## src/rtl/conv_sequencer_pkg.sv

```systemverilog
// Shared types and widths for the sequential 1-D convolution controller.
// Optional feature macro: CONV_SEQ_SIGNED_EN (two's-complement operands).
package conv_pkg;

  localparam int unsigned DATA_W = 16;
  localparam int unsigned ACC_W  = 32;

  typedef logic [DATA_W-1:0] data_t;
  typedef logic [ACC_W-1:0]  acc_t;

  typedef enum logic [2:0] {
    IDLE,
    LOAD_N,
    LOAD_M,
    MAC,
    EMIT
  } conv_state_e;

endpackage

```

## src/rtl/conv_sequencer_if.sv

```systemverilog
// Operand input stream and result output stream of the convolution controller.
interface conv_sequencer_if;
  import conv_pkg::*;

  logic  in_valid;
  logic  in_ready;
  data_t in_data;
  logic  out_valid;
  logic  out_ready;
  acc_t  out_data;

  // Producer/consumer side (drives operands, accepts results)
  modport master (
    output in_valid, in_data, out_ready,
    input  in_ready, out_valid, out_data
  );

  // Controller side
  modport slave (
    input  in_valid, in_data, out_ready,
    output in_ready, out_valid, out_data
  );
endinterface

```

## src/rtl/conv_sequencer_mac.sv

```systemverilog
// Single shared 16x16 multiply-accumulate unit, 32-bit wrapping accumulator.
// CONV_SEQ_SIGNED_EN selects sign extension of both operands.
module conv_mac
  import conv_pkg::*;
(
  input  logic  clk,
  input  logic  rst_n,
  input  logic  clr,
  input  logic  en,
  input  data_t a,
  input  data_t b,
  output acc_t  acc
);

  acc_t w_a_ext;
  acc_t w_b_ext;
  acc_t w_prod;
  acc_t r_acc;

`ifdef CONV_SEQ_SIGNED_EN
  assign w_a_ext = {{(ACC_W-DATA_W){a[DATA_W-1]}}, a};
  assign w_b_ext = {{(ACC_W-DATA_W){b[DATA_W-1]}}, b};
`else
  assign w_a_ext = {{(ACC_W-DATA_W){1'b0}}, a};
  assign w_b_ext = {{(ACC_W-DATA_W){1'b0}}, b};
`endif

  // Low 32 bits of the extended product equal the 16x16 product in either mode
  assign w_prod = w_a_ext * w_b_ext;

  // Accumulator: clear has priority over accumulate, wraps modulo 2^32
  always_ff @(posedge clk or negedge rst_n) begin
    if (!rst_n) begin
      r_acc <= '0;
    end else if (clr) begin
      r_acc <= '0;
    end else if (en) begin
      r_acc <= r_acc + w_prod;
    end
  end

  assign acc = r_acc;

endmodule

```

## src/rtl/conv_sequencer.sv

```systemverilog
// Sequential 1-D convolution controller: loads N+M operands, then computes
// the N+M-1 outputs one MAC term per cycle on a shared conv_mac.
// Optional feature macro: CONV_SEQ_SIGNED_EN (handled inside conv_mac).
module conv_sequencer
  import conv_pkg::*;
#(
  parameter int unsigned N = 4,
  parameter int unsigned M = 3
) (
  input  logic             clk,
  input  logic             rst_n,
  input  logic             start,
  conv_sequencer_if.slave  bus,
  output logic             busy,
  output logic             done
);

  localparam int unsigned CW  = $clog2(N + M);
  localparam int unsigned NIW = (N > 1) ? $clog2(N) : 1;
  localparam int unsigned MIW = (M > 1) ? $clog2(M) : 1;

  conv_state_e   r_state;
  logic [CW-1:0] r_i;
  logic [CW-1:0] r_j;
  logic [CW-1:0] r_k;
  logic          r_in_ready;
  logic          r_out_valid;
  logic          r_busy;
  logic          r_done;
  data_t         r_buf_n [N];
  data_t         r_buf_m [M];

  logic          w_in_fire;
  logic          w_out_fire;
  logic          w_last_m_beat;
  logic          w_last_out;
  logic          w_mac_clr;
  logic          w_mac_en;
  data_t         w_a;
  data_t         w_b;
  acc_t          w_acc;

  // First j contributing to output i
  function automatic logic [CW-1:0] f_jmin(input logic [CW-1:0] i);
    return (i >= CW'(M - 1)) ? (i - CW'(M - 1)) : '0;
  endfunction

  // Last j contributing to output i
  function automatic logic [CW-1:0] f_jmax(input logic [CW-1:0] i);
    return (i < CW'(N - 1)) ? i : CW'(N - 1);
  endfunction

  assign w_in_fire     = r_in_ready & bus.in_valid;
  assign w_out_fire    = r_out_valid & bus.out_ready;
  assign w_last_m_beat = (r_state == LOAD_M) && w_in_fire && (r_k == CW'(M - 1));
  assign w_last_out    = (r_i == CW'(N + M - 2));
  assign w_mac_clr     = w_last_m_beat || ((r_state == EMIT) && w_out_fire);
  assign w_mac_en      = (r_state == MAC);
  assign w_a           = r_buf_n[NIW'(r_j)];
  assign w_b           = r_buf_m[MIW'(r_i - r_j)];

  // Controller FSM with registered handshake and status outputs
  always_ff @(posedge clk or negedge rst_n) begin
    if (!rst_n) begin
      r_state     <= IDLE;
      r_i         <= '0;
      r_j         <= '0;
      r_k         <= '0;
      r_in_ready  <= 1'b0;
      r_out_valid <= 1'b0;
      r_busy      <= 1'b0;
      r_done      <= 1'b0;
    end else begin
      r_done <= 1'b0;
      case (r_state)
        IDLE: begin
          if (start) begin
            r_state    <= LOAD_N;
            r_k        <= '0;
            r_in_ready <= 1'b1;
            r_busy     <= 1'b1;
          end
        end
        LOAD_N: begin
          if (w_in_fire) begin
            if (r_k == CW'(N - 1)) begin
              r_k     <= '0;
              r_state <= LOAD_M;
            end else begin
              r_k <= r_k + CW'(1);
            end
          end
        end
        LOAD_M: begin
          if (w_in_fire) begin
            if (w_last_m_beat) begin
              r_k        <= '0;
              r_i        <= '0;
              r_j        <= f_jmin('0);
              r_in_ready <= 1'b0;
              r_state    <= MAC;
            end else begin
              r_k <= r_k + CW'(1);
            end
          end
        end
        MAC: begin
          if (r_j == f_jmax(r_i)) begin
            r_out_valid <= 1'b1;
            r_state     <= EMIT;
          end else begin
            r_j <= r_j + CW'(1);
          end
        end
        EMIT: begin
          if (w_out_fire) begin
            r_out_valid <= 1'b0;
            if (w_last_out) begin
              r_done  <= 1'b1;
              r_busy  <= 1'b0;
              r_state <= IDLE;
            end else begin
              r_i     <= r_i + CW'(1);
              r_j     <= f_jmin(r_i + CW'(1));
              r_state <= MAC;
            end
          end
        end
        default: r_state <= IDLE;
      endcase
    end
  end

  // Operand buffers: written only by accepted load beats, retained after done
  always_ff @(posedge clk) begin
    if ((r_state == LOAD_N) && w_in_fire) begin
      r_buf_n[NIW'(r_k)] <= bus.in_data;
    end
    if ((r_state == LOAD_M) && w_in_fire) begin
      r_buf_m[MIW'(r_k)] <= bus.in_data;
    end
  end

  conv_mac u_mac (
    .clk   (clk),
    .rst_n (rst_n),
    .clr   (w_mac_clr),
    .en    (w_mac_en),
    .a     (w_a),
    .b     (w_b),
    .acc   (w_acc)
  );

  assign bus.in_ready  = r_in_ready;
  assign bus.out_valid = r_out_valid;
  assign bus.out_data  = w_acc;
  assign busy          = r_busy;
  assign done          = r_done;

endmodule

```

## src/flat_wrapper.sv

```systemverilog
// flat-port wrapper written by rule: the top's interface ports become plain ports
module conv_sequencer_flat import conv_pkg::*;
#(
  parameter int unsigned N = 4,
  parameter int unsigned M = 3
)
  (clk, rst_n, start, busy, done, bus_in_valid, bus_in_data, bus_out_ready, bus_in_ready, bus_out_valid, bus_out_data);
  conv_sequencer_if bus_i ();
  input  logic clk;
  input  logic rst_n;
  input  logic start;
  output logic busy;
  output logic done;
  input wire logic [$bits(bus_i.in_valid)-1:0] bus_in_valid;
  input wire logic [$bits(bus_i.in_data)-1:0] bus_in_data;
  input wire logic [$bits(bus_i.out_ready)-1:0] bus_out_ready;
  output wire logic [$bits(bus_i.in_ready)-1:0] bus_in_ready;
  output wire logic [$bits(bus_i.out_valid)-1:0] bus_out_valid;
  output wire logic [$bits(bus_i.out_data)-1:0] bus_out_data;
  assign bus_i.in_valid = bus_in_valid;
  assign bus_i.in_data = bus_in_data;
  assign bus_i.out_ready = bus_out_ready;
  assign bus_in_ready = bus_i.in_ready;
  assign bus_out_valid = bus_i.out_valid;
  assign bus_out_data = bus_i.out_data;
  conv_sequencer #(.N(N), .M(M)) u_core (.clk(clk), .rst_n(rst_n), .start(start), .bus(bus_i), .busy(busy), .done(done));
endmodule
```

## config.mk

```make
export PLATFORM = sky130hd
export DESIGN_NAME = conv_sequencer_flat
export DESIGN_NICKNAME = d
export VERILOG_FILES = /design/src/rtl/conv_sequencer_pkg.sv /design/src/rtl/conv_sequencer_if.sv /design/src/rtl/conv_sequencer_mac.sv /design/src/rtl/conv_sequencer.sv /design/src/flat_wrapper.sv
export SDC_FILE = /design/constraint.sdc
export NUM_CORES = 1
export LEC_CHECK = 0
export BUFFER_PORTS_ARGS = -buffer_cell sky130_fd_sc_hd__buf_2
export CORE_ASPECT_RATIO = 1.1
export CORE_MARGIN = 3
export CORE_UTILIZATION = 45
export CTS_CLUSTER_SIZE = 8
export DETAILED_ROUTE_END_ITERATION = 8
export PLACE_DENSITY = 0.68
export SETUP_SLACK_MARGIN = 0.15
export SLEW_MARGIN = 20
export SYNTH_ARGS = -nofsm -noshare
export SYNTH_HDL_FRONTEND = slang
export SYNTH_SLANG_ARGS = --single-unit
```

## constraint.sdc

```tcl
create_clock -name clk -period 19.3 [get_ports clk]
set_input_delay 1.93 -clock clk [delete_from_list [all_inputs] [get_ports clk]]
set_output_delay 1.93 -clock clk [all_outputs]
set_load 0.005 [all_outputs]
```

=== Yosys cells after proc, flatten, opt, wreduce, memory -nomap -nowiden ===
Memories as Yosys holds them, arrays and structs flattened.
Index checks and enable logic that the tools add are counted.

* Reduce and logical (&&, ||, !) cells: 20
* Magnitude comparators: 2
* Eq/ne operators: 18
* Multipliers: 1
* Shift operators: 0
* Bitwise logic cells: 2
* Mux-type cells: 45
* Add/sub/neg operators: 6
* Div/mod/pow operators: 0

{| class="wikitable"
|+ Operators with widths
! kind !! count
|-
| 2-to-1 mux 32 bit || 2
|-
| 2-to-1 mux 3 bit || 21
|-
| adder 32 bit || 1
|-
| multiplier 16 x 16 -> 32 bit || 1
|-
| case mux 3 bit (3 select lines) || 2
|-
| case mux 3 bit (5 select lines) || 1
|-
| 2-to-1 mux 1 bit || 14
|-
| != test 2 x 1 -> 1 bit, second input constant || 7
|-
| equality test 3 x 2 -> 1 bit, second input constant || 4
|-
| AND reduction 4 bit || 3
|-
| nonzero test 2 bit || 5
|-
| adder 3 x 1 -> 3 bit, second input constant || 3
|-
| AND reduction 7 bit || 1
|-
| equality test 3 bit, second input constant || 2
|-
| != test 2 bit, second input constant || 3
|-
| case mux 1 bit (2 select lines) || 3
|-
| case mux 3 bit (2 select lines) || 1
|-
| AND reduction 6 bit || 1
|-
| nonzero test 3 bit || 2
|-
| AND reduction 5 bit || 1
|-
| logical AND 1 bit || 4
|-
| equality test 3 x 1 -> 1 bit, second input constant || 1
|-
| equality test 3 bit || 1
|-
| greater-or-equal comparator 3 x 2 -> 1 bit, second input constant || 1
|-
| 8 further kinds || 9
|}

* Bits in registers: 48
* Output and inout port bits: 36
* Bits in writable memories: 112
* Bits of input ports: 21
* ROM bits: 0
* Memories kept: 2
* Logic and storage cells: 105
* Latch bits: 0

{| class="wikitable"
|+ Memories
! name !! depth !! bits a word !! rd ports !! clocked after memory_dff !! wr ports !! RTL line !! source
|-
| u_core.r_buf_n || 4 || 16 || 1 || 0 || 1 || conv_sequencer.sv:30 || <nowiki>data_t r_buf_n [N];</nowiki>
|-
| u_core.r_buf_m || 3 || 16 || 1 || 0 || 1 || conv_sequencer.sv:31 || <nowiki>data_t r_buf_m [M];</nowiki>
|}

=== Depth between registers and ports, before layout ===
Gate-level depths: netlist (run 1).

* Word-level depth: 6
* Mapped depth: 30
* Depth with buffers taken out: 27

=== Cells and area by module ===
Synthesis (run 1) repeated with hierarchy kept, for this count alone.

* Cells, all modules: 1,593
* Area total of the unflattened synthesis: 16,296.9 um^2

{| class="wikitable"
|+ By module, submodules not included
! module !! area each (um^2) !! instances !! seq. area each (um^2) !! cells each
|-
| conv_mac || 10,895.4 || 1 || 800.8 || 1,254
|-
| conv_sequencer || 5,401.4 || 1 || 3,763.6 || 339
|}

=== Least setup slack after synthesis (run 1) ===
No wires, ideal clock.

* Path type: reg-to-reg
* From: register u_core.r_i[0]
* To: register u_core.u_mac.r_acc[31], in the netlist u_core.u_mac.acc[31]
* Arrival time: 6.750 ns
* Required time: 19.169 ns
* Clock period less this slack: 6.880 ns
* Stages on the path, launching flop included: 29
* Path slack: 12.420 ns
* Buffers on the path: 4
* Library setup time: 0.131 ns
* Cell sequence: dfrtp_1 -> inv_1 -> ha_1 -> buf_2 -> buf_2 -> mux2i_1 -> a21oi_1 -> buf_2 -> nand2_1 -> fa_1 -> inv_1 -> fa_1 -> inv_1 -> fa_1 -> inv_1 -> fa_1 -> fa_1 -> inv_1 -> fa_1 -> inv_1 -> ha_1 -> clkbuf_1 -> nand2_1 -> nor3_1 -> nor4b_1 -> a221o_1 -> a31oi_2 -> xnor2_1 -> o21ai_1

* Longest elaborated chain between the ends: 6

{| class="wikitable"
|+ Ends and longest elaborated chain
! element !! RTL line !! source
|-
| start, declared || conv_sequencer.sv:23 || <nowiki>logic [CW-1:0] r_i;</nowiki>
|-
| start signal, assigned || conv_sequencer.sv:123 || <nowiki>r_i <= r_i + CW'(1);</nowiki>
|-
| subtractor 2 bit || conv_sequencer.sv:60 || <nowiki>assign w_b = r_buf_m[MIW'(r_i - r_j)];</nowiki>
|-
| memory (3 x 16 bit) || - ||
|-
| multiplier 16 x 16 -> 32 bit || conv_sequencer_mac.sv:29 || <nowiki>assign w_prod = w_a_ext * w_b_ext;</nowiki>
|-
| adder 32 bit || conv_sequencer_mac.sv:38 || <nowiki>r_acc <= r_acc + w_prod;</nowiki>
|-
| 2-to-1 mux 32 bit || conv_sequencer_mac.sv:37 || <nowiki>end else if (en) begin</nowiki>
|-
| 2-to-1 mux 32 bit || conv_sequencer_mac.sv:35 || <nowiki>end else if (clr) begin</nowiki>
|-
| end signal, assigned || conv_sequencer_mac.sv:38 ||
|-
| end, declared || conv_sequencer_mac.sv:18 || <nowiki>acc_t r_acc;</nowiki>
|}

Every way passes these cells. The select of a mux whose other input is x is not followed.
A chain may end at the register's enable or synchronous reset.

=== Worst setup path after layout (run 1) ===
* From: register u_core.r_i[0]
* To: register u_core.u_mac.r_acc[30], in the netlist u_core.u_mac.acc[30]

The elaborated chain is that of the path after synthesis.

==> results.yml, run 1 <==
run_status:
  outcome: "completed"
flow_run:
  drv_cap: 0
routing:
  drt_iter0_markers: 695
  wirelength_mm: 36.9
  num_vias: 11000
  post_drt_wl_per_cell_um: 17.7
  route.detailed.drc: 0
  first_pass_iters: 5
  ant_nets: 0
  vias_per_cell: 5.28
logic_synthesis:
  avgSynthCellArea_sq_um: 10.0
  synthArstFlopShare: 0.300
  ys_ff_latch: 160
  synth_edf_count: 112
  seq_area_frac_synth: 0.286
  synth_cell_types: 64
  netlist_instances: 1587
  yosys_warnings: 0
  synth_top_area_share: 0.283
  synth_nets: 1944
  syn_area_sq_um: 15900
  synth_ff_type: "edfxtp_1"
  synthTopCellsByArea: "fa_1 28%, edfxtp_1 21%, ha_1 8.7%"
  yosysTopAreaCell: "fa_1"
placement:
  io_buffers: 56
  gp_congestion: 0.891
  dp_hpwl_mm: 28.2
  dp_slack_ns: 11.04
sta:
  setup_viol: 0
  fin_crit_ns: 8.44
  fin_tns_setup_ns: 0
  drv_slew: 0
  finalCritPeriodShare: 0.437
  clock.fmax_ghz: 0.118
  relSlewSlack: 0.234
  rsz0062_at_grt: "false"
  fin_worst_skew_ns: 0.0192
  tightest_slew_ns: 1.15
  setup_slack_ns: 10.86
  whs_ns: 0.511
  hold_viol_final: 0
grt:
  gr-usage-met1: 0.267
  grt_pass1_vias: 12100
  overflow: 0
  grt_max_degree: 49
  grt_pass1_wl_mm: 62.0
  grtUsageTotal: 0.211
  busiest_layer: "met2"
  use_met3: 0.0341
  met2_usage: 0.370
  antenna_found_initial: 1
finish:
  drive_gt1_frac: 0.0907
  final_common_cell: "inv_1"
  final_cell_mix: "358 x inv_1, 225 x fa_1, 199 x nand2_1"
  multi_input_area_sq_um: 9820
  fin_nets: 1988
  insertedDiodeCount: 0
  fillCellCount: 3162
  syn2layout_area_growth_pct: 8.72
  regArea_sq_um: 4560
clock_network:
  cts_sinks: 160
  htree_levels: 4
  postCtsSetupBuffers: 0
  clk_pin_slew_worst_paths_ns: 0.07
  clkLatencyLatePin_ns: 0.44
  hold_buffers: 0
  cts_resized: 0
  cts_max_path_buffers: 2
  cts_made_buffers: 17
  cts_tree: "yes"
  cts_root_buf: "clkbuf_16"
setup_path:
  arrival_ns: 8.74
  end_kind: "flip-flop"
  critPathKind: "reg -> reg"
  start_kind: "flip-flop"
  crit_required_ns: 19.60
  crit_chain: "inv_1 > ha_1 > mux2i_1 > a21oi_1 > nand2_1 > fa_1 > fa_1 > fa_1 > fa_1 > inv_1 > fa_1 > inv_1 > fa_1 > inv_1 > ha_1 > nand2_1 > o21ai_0 > o41ai_2 > o41ai_1 > a31oi_1 > xor2_1 > o21ai_1"
  critPathSlowestCell: "a21oi_1"
  crit_fanout: 16
  critPathMostFrequentCell: "fa_1"
  slowest_delay_ns: 0.94
floorplan:
  die_width_um: 185
  die_y_um: 203
  start_util: 0.461
  fp.dieArea_sq_um: 37700
  rows: 71
  ios: 57
  fp.coreArea_sq_um: 34600
hold_path:
  hp-class: "reg -> reg"
==> cells in the mapped netlist (all sizes together), types with 28 or more instances <==
cell type / number
and2: 41
inv: 358
nor2: 100
fa: 225
a21oi: 57
dfrtp: 48
nand2: 199
o21ai: 68
clkbuf: 28
edfxtp: 112
ha: 111
==> sequential cells by signal, summed over array words and instances (netlist names), 3 cells and up <==
signal / cells
u_core.r_buf_m: 48
u_core.r_buf_n: 64
u_core.r_i: 3
u_core.r_j: 3
u_core.r_k: 3
u_core.r_state: 3
u_core.u_mac.acc: 32
==> area by class of cell <==
type | instances | share of cell area
clock inverter | 14 | 0.0113
tap | 438 | 0.0316
inverter | 358 | 0.0776
clock buffer | 17 | 0.0246
timing repair buffer | 76 | 0.0248
multi-input combinational | 1018 | 0.567
sequential | 160 | 0.263
==> cell families after synthesis <==
family / count (synthesis) / synth area share
flops: 160 / 0.286
fa+ha+maj: 336 / 0.370
compound gates: 192 / 0.0764
xor+xnor: 31 / 0.0170
simple gates: 415 / 0.117
buf+inv: 409 / 0.0989
mux: 44 / 0.0341
==> worst paths after layout <==
kind	from	endpoint	slack (ns)	cells after the start
min in group asynchronous	rst_n	u_core.u_mac.acc[8]	1.64	2
worst min-delay path	u_core.u_mac.acc[6]	u_core.u_mac.acc[6]	0.51	2
worst max-delay path	u_core.r_i[0]	u_core.u_mac.acc[30]	10.86	22
worst max register to register	u_core.r_i[0]	u_core.u_mac.acc[30]	10.86	22
max in group asynchronous	rst_n	u_core.u_mac.acc[26]	17.17	2
worst min register to register	u_core.u_mac.acc[6]	u_core.u_mac.acc[6]	0.51	2
==> worst max-delay path: cells and delay by family (launching register included) <==
kind	cells	cell delay [ns]
buffers and inverters	4	0.23
muxes	1	0.21
xor gates and xnor gates	1	0.19
and+or+nand+nor	2	0.26
AOI/OAI and AO/OA	6	2.58
adders and majority gates	8	4.32
DFF	1	0.52
==> per-layer routing <==
| layer | vias to the layer above | wire length [um] |
|---|---|---|
| met3 | 60 | 1710 |
| li1 | 5042 | - |
| met1 | 5579 | 15200 |
| met4 | 0 | 1030 |
| met2 | 302 | 19000 |
| met5 | - | 0 |
==> stage by stage <==
| stage | std cells | utilization | instance area (sq um) |
|---|---|---|---|
| after global routing | 2081 | 0.501 | 17300 |
| after floorplan | 1587 | - | 15900 |
| after CTS | 2081 | 0.501 | 17300 |
| after detailed placement | 2050 | 0.483 | 16700 |
| final | 2081 | 0.501 | 17300 |
| after global placement | 2050 | 0.483 | 16700 |
Power of run 1 is not shown: default switching activity piles up to over one toggle a cycle in this logic, so the estimate is an artifact.
==> run 2, diff against run 1 <==
--- a/config.mk
+++ b/config.mk
@@ -5,6 +5,7 @@
 export SDC_FILE = /design/constraint.sdc
 export NUM_CORES = 1
 export LEC_CHECK = 0
+export ABC_AREA = 1
 export BUFFER_PORTS_ARGS = -buffer_cell sky130_fd_sc_hd__buf_2
 export CORE_ASPECT_RATIO = 1.1
 export CORE_MARGIN = 3
==> constraint.sdc (replaced) <==
create_clock -name clk -period 8.7 [get_ports clk]
set_input_delay 0.87 -clock clk [delete_from_list [all_inputs] [get_ports clk]]
set_output_delay 0.87 -clock clk [all_outputs]
set_load 0.005 [all_outputs]
==> run 2 against run 1 <==
  * Maximum frequency grew 11%
  * Setup slack lost 9.8 ns
  * First-iteration DRC count grew 35%
  * Register-to-register slack lost 9.8 ns
  * Critical endpoint is now u_core.u_mac.acc[23]
==> results.yml, run 2 <==
clock_network:
  hold_buffers: 0
  postCtsSetupBuffers: 0
  clkLatencyLatePin_ns: 0.45
  cts_root_buf: "clkbuf_16"
  cts_max_path_buffers: 2
  cts_tree: "yes"
  cts_sinks: 160
  cts_made_buffers: 17
  htree_levels: 4
  clk_pin_slew_worst_paths_ns: 0.07
  cts_resized: 0
flow_run:
  drv_cap: 0
logic_synthesis:
  synth_ff_type: "edfxtp_1"
  synth_edf_count: 112
  post-synth-top-count-cell: "inv_1"
  synthTopCellsByArea: "fa_1 27%, edfxtp_1 20%, inv_1 11%"
  synth_cell_types: 45
  ys_ff_latch: 160
  yosys_warnings: 0
  syn_area_sq_um: 16800
  synth_nets: 2277
  synthArstFlopShare: 0.300
  avgSynthCellArea_sq_um: 8.75
  seq_area_frac_synth: 0.272
  synth_top_area_share: 0.268
  synth_commonest_cells: "474 x inv_1, 448 x nand2_1, 225 x fa_1"
  netlist_instances: 1920
  yosysTopAreaCell: "fa_1"
sta:
  fin_tns_setup_ns: 0
  rsz0062_at_grt: "false"
  setup_viol: 0
  clock.fmax_ghz: 0.131
  drv_slew: 0
  fin_worst_skew_ns: 0.0147
  fin_crit_ns: 7.64
  finalCritPeriodShare: 0.878
  relSlewSlack: 0.300
  hold_viol_final: 0
  tightest_slew_ns: 1.05
setup_path:
  end_kind: "flip-flop"
  rr_worst_depth: 26
  start_kind: "flip-flop"
  rr_endpoint: "u_core.u_mac.acc[23]"
  rr_startpoint: "u_core.r_j[0]"
  crit_required_ns: 9.04
  arrival_ns: 7.98
  r2r_slack_ns: 1.06
  critPathSlowestCell: "ha_1"
  critPathKind: "reg -> reg"
  startpoint: "u_core.r_j[0]"
  crit_fanout: 39
  slowest_delay_ns: 0.94
floorplan:
  fp.coreArea_sq_um: 36400
  start_util: 0.461
  die_y_um: 209
  rows: 73
  ios: 57
  die_width_um: 190
  fp.dieArea_sq_um: 39700
routing:
  vias_per_cell: 5.03
  first_pass_iters: 7
  wirelength_mm: 42.5
  route.detailed.drc: 0
  post_drt_wl_per_cell_um: 17.2
  drt_iter0_markers: 941
  ant_nets: 0
  num_vias: 12500
run_status:
  outcome: "completed"
finish:
  syn2layout_area_growth_pct: 7.78
  fin_nets: 2330
  largest_reg_flops: 64
  drive_gt1_frac: 0.0967
  final_cell_mix: "474 x inv_1, 448 x nand2_1, 225 x fa_1"
  top_register: "u_core.r_buf_n"
  post-route-cell-area_sq_um: 18100
  final_common_cell: "inv_1"
placement:
  io_buffers: 56
  place_area_sq_um: 17500
  dp_hpwl_mm: 34.7
  gp_congestion: 0.964
hold_path:
  min_from: "u_core.bus.in_ready"
  hp-class: "reg -> reg"
  hold_depth: 2
  whs_endpoint: "u_core.bus.in_ready"
grt:
  grtUsageTotal: 0.222
  antenna_found_initial: 2
  grt_pass1_wl_mm: 69.0
  grt_max_degree: 49
  overflow: 0
  grt_pass1_vias: 13100
-- run 2: changes by cell type after synthesis, sizes merged, moves of 16 or more --
cell / change
a21oi: -32
a32oi: +16
and2: -38
clkbuf: -24
inv: +138
nand2: +256
nand3: +40
nor2: +105
nor2b: -25
o21ai: -16
or2: +30
-- run 2: how the worst max path moves through the flow --
| stage | slack, ns | endpoint | depth (start not counted) |
|---|---|---|---|
| CTS | 1.15 | u_core.u_mac.acc[23] | 26 |
| finish | 1.06 | u_core.u_mac.acc[23] | 26 |
| global route | 0.83 | u_core.u_mac.acc[23] | 26 |
| global placement | 1.22 | u_core.u_mac.acc[23] | 26 |
| floorplan | 2.54 | u_core.u_mac.acc[31] | 29 |
| detailed placement | 1.12 | u_core.u_mac.acc[23] | 26 |
-- run 2: layer usage --
metal	global-route usage	up-vias	routed length, um
met5	0	-	0
met1	0.284	6101	17600
met3	0.0354	109	2260
met4	0.0934	0	1780
met2	0.377	419	20800
li1	-	5825	-
-- run 2: cells by family (layout without fill, tap and decap cells) --
kind of cell               count (synthesis)  in the layout  share of synthesized area
muxes                                     16             16                    0.00953
DFF                                      160            160                      0.272
and+or+nand+nor                          749            749                      0.180
other                                      0              2                          0
AOI/OAI and AO/OA                        111            111                     0.0532
buffers and inverters                    535            601                      0.128
xor gates and xnor gates                  13             13                    0.00678
adders and majority gates                336            336                      0.351
-- run 2: through the flow --
stage          setup WS [ns]   util  hold WS [ns]  cells
6_report                1.06  0.497         0.505   2475
5_1_grt                0.832  0.497         0.568   2475
4_1_cts                 1.15  0.497         0.514   2473
3_5_place_dp            1.12  0.481         0.498   2441
3_3_place_gp            1.22  0.481         0.489   2441
2_1_floorplan           2.54      -         0.485   1920
-- run 2: layout make-up --
class | count | area [sq um]
antenna | 2 | 5.00
clock buffer | 18 | 429
clock inverter | 14 | 145
fill | 3370 | 18300
inverter | 496 | 1860
multi-input combinational | 1225 | 10100
sequential | 160 | 4560
tap | 487 | 609
timing repair buffer | 73 | 408
-- run 2: critical path, delay by kind of cell, from the launching register on --
kind / cells / cell delay [ns]
buffers and inverters: 6 / 0.84
adder cells (fa/ha/maj): 8 / 4.15
AND/OR/NAND/NOR: 9 / 1.32
flip-flops: 1 / 0.36
AO/OA/AOI/OAI: 2 / 0.56
multiplexers: 1 / 0.28
Power of run 2 is left out for the same reason.
